[src/rtl/booth_pkg.sv]
// booth_pkg: shared state/digit types and iteration-count helper for the radix-4 Booth multiplier
package booth_pkg;
   typedef enum logic [2:0] {IDLE, LOAD_Q, CALC, OUT_HI, OUT_LO} booth_state_t;
   typedef enum logic [2:0] {ZERO, POS1, POS2, NEG1, NEG2} booth_digit_t;
   // unsigned operands are zero-extended by two bits, which costs one extra digit
   function automatic int iter_count(input int width, input logic signed_mode);
      return signed_mode ? width / 2 : width / 2 + 1;
   endfunction
endpackage

[src/rtl/booth_r4_recode.sv]
// booth_r4_recode: maps a 3-bit Booth window to a digit and the matching partial product
module booth_r4_recode import booth_pkg::*; #(
   parameter int WIDTH = 8
) (
   input  logic [2:0]       win,
   input  logic [WIDTH-1:0] m,
   input  logic             mode,
   output booth_digit_t     digit,
   output logic [WIDTH+1:0] pp
);
   logic [WIDTH+1:0] mext;
   // radix-4 recode table: {q[i+1], q[i], q[i-1]}
   always_comb begin
      case (win)
         3'b001, 3'b010: digit = POS1;
         3'b011:         digit = POS2;
         3'b100:         digit = NEG2;
         3'b101, 3'b110: digit = NEG1;
         default:        digit = ZERO;
      endcase
   end
   // extend the multiplicand to accumulator width, then scale and negate per digit
   always_comb begin
      mext = mode ? {{2{m[WIDTH-1]}}, m} : {2'b00, m};
      pp = digit == POS1 ? mext :
           digit == POS2 ? mext << 1 :
           digit == NEG1 ? -mext :
           digit == NEG2 ? -(mext << 1) : '0;
   end
endmodule

[src/rtl/booth_mult_seq.sv]
// booth_mult_seq: sequential radix-4 Booth multiplier with shared load/unload buses
module booth_mult_seq import booth_pkg::*; #(
   parameter int WIDTH = 8
) (
   input  logic             clk,
   input  logic             rst,
   input  logic             enable,
   input  logic             signed_mode,
   input  logic [WIDTH-1:0] inbus,
   output logic [WIDTH-1:0] outbus,
   output logic             busy,
   output logic             done
);
   localparam int CW = $clog2(WIDTH / 2 + 2);
   if (WIDTH % 2 != 0 || WIDTH < 4) begin : g_bad_width
      $error("booth_mult_seq: WIDTH must be even and >= 4");
   end
   booth_state_t state, next;
   booth_digit_t digit;
   logic [WIDTH-1:0] m;
   logic [WIDTH+1:0] acc, q, pp, addend;
   logic [WIDTH+2:0] sum;
   logic [2*WIDTH-1:0] p;
   logic [CW-1:0] cnt;
   logic mode, g, last;
   booth_r4_recode #(.WIDTH(WIDTH)) u_recode (
      .win   ({q[1:0], g}),
      .m     (m),
      .mode  (mode),
      .digit (digit),
      .pp    (pp)
   );
   // add with one guard bit so the sum cannot wrap before the arithmetic shift
   always_comb begin
      addend = digit == ZERO ? '0 : pp;
      sum = {acc[WIDTH+1], acc} + {addend[WIDTH+1], addend};
      last = int'(cnt) == iter_count(WIDTH, mode) - 1;
      p = mode ? {acc[WIDTH-1:0], q[WIDTH+1:2]} : {acc[WIDTH-3:0], q};
   end
   // state register
   always_ff @(posedge clk or posedge rst) begin
      if (rst) state <= IDLE;
      else state <= next;
   end
   // next state and bus outputs
   always_comb begin
      next = state;
      case (state)
         IDLE:    next = enable ? LOAD_Q : IDLE;
         LOAD_Q:  next = CALC;
         CALC:    next = last ? OUT_HI : CALC;
         OUT_HI:  next = OUT_LO;
         default: next = IDLE;
      endcase
      busy = state != IDLE;
      done = state == OUT_HI || state == OUT_LO;
      outbus = state == OUT_HI ? p[2*WIDTH-1:WIDTH] : state == OUT_LO ? p[WIDTH-1:0] : '0;
   end
   // operand latches and the {acc,q,g} shift register
   always_ff @(posedge clk or posedge rst) begin
      if (rst) begin
         m <= '0;
         mode <= 1'b0;
         acc <= '0;
         q <= '0;
         g <= 1'b0;
         cnt <= '0;
      end else begin
         case (state)
            IDLE: if (enable) begin
               m <= inbus;
               mode <= signed_mode;
            end
            LOAD_Q: begin
               q <= mode ? {{2{inbus[WIDTH-1]}}, inbus} : {2'b00, inbus};
               acc <= '0;
               g <= 1'b0;
               cnt <= '0;
            end
            CALC: begin
               acc <= {sum[WIDTH+2], sum[WIDTH+2:2]};
               q <= {sum[1:0], q[WIDTH+1:2]};
               g <= q[1];
               cnt <= cnt + 1'b1;
            end
            default: ;
         endcase
      end
   end
endmodule

[config.mk]
export PLATFORM = sky130hd
export DESIGN_NAME = booth_mult_seq
export DESIGN_NICKNAME = d
export VERILOG_FILES = /design/src/rtl/booth_pkg.sv /design/src/rtl/booth_r4_recode.sv /design/src/rtl/booth_mult_seq.sv
export SDC_FILE = /design/constraint.sdc
export NUM_CORES = 1
export LEC_CHECK = 0
export CAP_MARGIN = 20
export CORE_MARGIN = 5
export CORE_UTILIZATION = 59
export CTS_CLUSTER_DIAMETER = 100
export DETAILED_ROUTE_END_ITERATION = 7
export PLACE_DENSITY = 0.81
export REMOVE_ABC_BUFFERS = 1
export SETUP_SLACK_MARGIN = 0.2
export SYNTH_ARGS = -nofsm -noshare
export SYNTH_HDL_FRONTEND = slang
export SYNTH_HIERARCHICAL = 1
export SYNTH_SLANG_ARGS = --single-unit
export TNS_END_PERCENT = 30
[constraint.sdc]
create_clock -name clk -period 4.3 [get_ports clk]
set_input_delay 0.43 -clock clk [delete_from_list [all_inputs] [get_ports clk]]
set_output_delay 0.43 -clock clk [all_outputs]
set_load 0.1 [all_outputs]
==> implementation parameters <==
Parameter                              Value

Outcome
  Outcome    finished, final reports clean

Yosys
  Portion of synthesized cell area occupied by the leading cell type    32.1%
  Main area contributors after synthesis    dfrtp_1, mux2i_1, ha_1
  Synthesized instance count    306
  Yosys top cell by area    dfrtp_1
  Number of flops mapped to enable cells by yosys    0
  Portion of the post-synthesis area used by sequential elements    32.1%
  Total of flip-flops plus latches after synthesis    35
  YS warnings    6
  Number of distinct library cell variants in the gate-level netlist after synthesis    56
  Dominant synthesized flop cell    dfrtp_1
  Mean cell area of the mapped netlist    8.91 um2
  Post-synthesis cell area    2730 um2
  Async SR Flop Fraction    100%

Drt
  Pre-antenna DRT Iters    5
  Number of nets with antenna violations after detailed routing    0
  Top layer used by detailed routing    met4
  Routed wl met2    3.26 mm
  Starting DRC count in detailed routing    221
  Routed metal-1 wirelength    2.92 mm
  DRC viols    0
  Ratio of routed vias to standard cells    6.32
  Total wire length    6.73 mm
  Met3 wire length    384 um
  Via Count    2403
  Post-detailed-route wirelength per cell    17.7 um

Timing
  Final max-slew violation count    0
  Maximum clock frequency    272 MHz
  RSZ-0062 raised after global routing    false
  Setup Skew    5.99 ps
  Max transition margin    35.3%
  Setup Viol. Count Final    0
  Worst Tran Pin Value    967 ps
  Final worst-path cycle share    85.6%
  Final count of hold timing violations    0
  Tmin final    3680 ps
  Post-Route Setup TNS    0 ps

Global routing
  Aggregate global-route resource usage    23.3%
  Maximum number of pins on one net before global-route repair    36
  Global-route wire length before repair    11.5 mm
  Number of antenna violations at the first check in global routing    0
  Aggregate global routing overflow    0
  Number of global-route vias before repair    2344

Clocking
  Total clock buffers created by CTS    5
  Setup fix buffers added after clock tree synthesis    0
  TritonCTS clock tree    yes
  Num Clock Sinks    35
  Clock insertion delay at the later pin of the skew report    290 ps
  CTS hold repair buffers    0
  Clock root buffer    clkbuf_8
  H-tree depth    2
  Clock-pin slew reported for the worst setup and hold paths after clock tree synthesis    80 ps
  Count of cells resized by post-cts repair    0
  Max clock buf depth    2

Setup path
  Kind of end point of the critical path    register
  Worst path required time    4480 ps
  Startpoint-to-endpoint class of the critical path    reg2reg
  Startpoint types    register
  Arrival time reported for the critical path endpoint    3860 ps
  Crit path max fanout    18

Placed design
  Placer's final routability congestion estimate    0.864
  Port-buffer cells    21
  Half-perimeter wire length after detailed placement    4.99 mm

Final layout
  Number of diodes    0
  Layout-stage area growth over the synthesis result    12.4%
  Fraction of final layout cells sized beyond drive strength 1    11.0%
  Final Net Count    356

Floorplanning
  Height of the chip    78.0 um
  Chip Width    78.0 um
  Count of boundary I/O pins    22
  Core box area    4410 um2
  Initial cell density of the core    61.8%
  Total Die Area    6080 um2
  Std-Cell Rows    24

Job
  Max-cap violations    0

Hold path
  Class of the most critical hold timing path    reg2reg
[critical path, stage by stage (launching register included)]
cell and delay [ps]:
dfrtp_1 440, inv_1 90, ha_1 510, or4_4 630, nor3_1 160, a21oi_1 60, nand3_1 90, nor2b_1 170
ha_1 300, o211ai_1 180, a21oi_1 60, a211oi_1 440, o211ai_1 170, a32o_1 270
[final timing paths]
check,from,endpoint,slack [ps],depth (start not counted)
hold / removal,cnt[2],cnt[2],520,1
max in group asynchronous,rst,acc[7],3460,3
min in group asynchronous,rst,q[0],530,3
setup / recovery,q[0],acc[6],620,13
setup reg to reg,q[0],acc[6],620,13
hold reg to reg,cnt[2],cnt[2],520,1
[layer usage]
layer  up-vias  track usage [%]
met1      1130             30.9
met3        20             4.75
met2        94             38.1
li1       1159                -
met4         0             7.09
met5         -                0
[registers in the layout (all words and copies together) (netlist names)]
register,count
m,8
g,1
acc,9
state,3
mode,1
cnt,3
q,10
[cell type report]
class,count,area [um2]
fillers,343,1350
flip-flops and latches,35,876
inverters,17,63.8
well taps,52,65.1
repair buffers,26,228
clock buffers,8,100
multi-input cells,242,1730
[placed cells by master, fill, tap and decap left out, drive strengths merged, types with 13 or more instances in the layout]
cell type,count
buf,13
ha,16
nand2,30
inv,17
nor2,14
mux2i,25
dfrtp,35
clkdlybuf4s50,13
a21oi,16
o21ai,25
[logic make-up (layout without fill, tap and decap cells)]
group           count (synthesis)  in the layout  synth area share [%]
mux                            35             35                  13.3
flops                          35             35                  32.1
simple gates                   97             97                  19.4
buf+inv                        29             51                  4.31
compound gates                 84             84                  20.0
xor+xnor                        9              9                  2.89
fa+ha+maj                      17             17                  8.07
[metrics by stage]
step | instance area (um2) | hold WS [ps] | worst slack [ps] | utilization (%) | instances
final | 3070 | 517 | 621 | 69.5 | 380
after global routing | 3070 | 570 | 410 | 69.5 | 380
after CTS | 3070 | 517 | 662 | 69.5 | 380
after detailed placement | 2970 | 506 | 695 | 67.2 | 372
after global placement | 2970 | 502 | 861 | 67.2 | 372
after floorplan | 2670 | 465 | 1070 | - | 294
[synth_stat cells (all sizes together), types with 5 or more instances]
library cell / count
a21oi: 16
a32o: 5
buf: 5
clkbuf: 7
dfrtp: 35
ha: 16
inv: 17
mux2: 10
mux2i: 25
nand2: 30
nand2b: 8
nand3: 9
nor2: 14
nor2b: 10
nor3: 9
o21ai: 25
o22ai: 12
xor2: 6
Power is not shown: default switching activity piles up to over one toggle a cycle in this logic, so the estimate is an artifact.
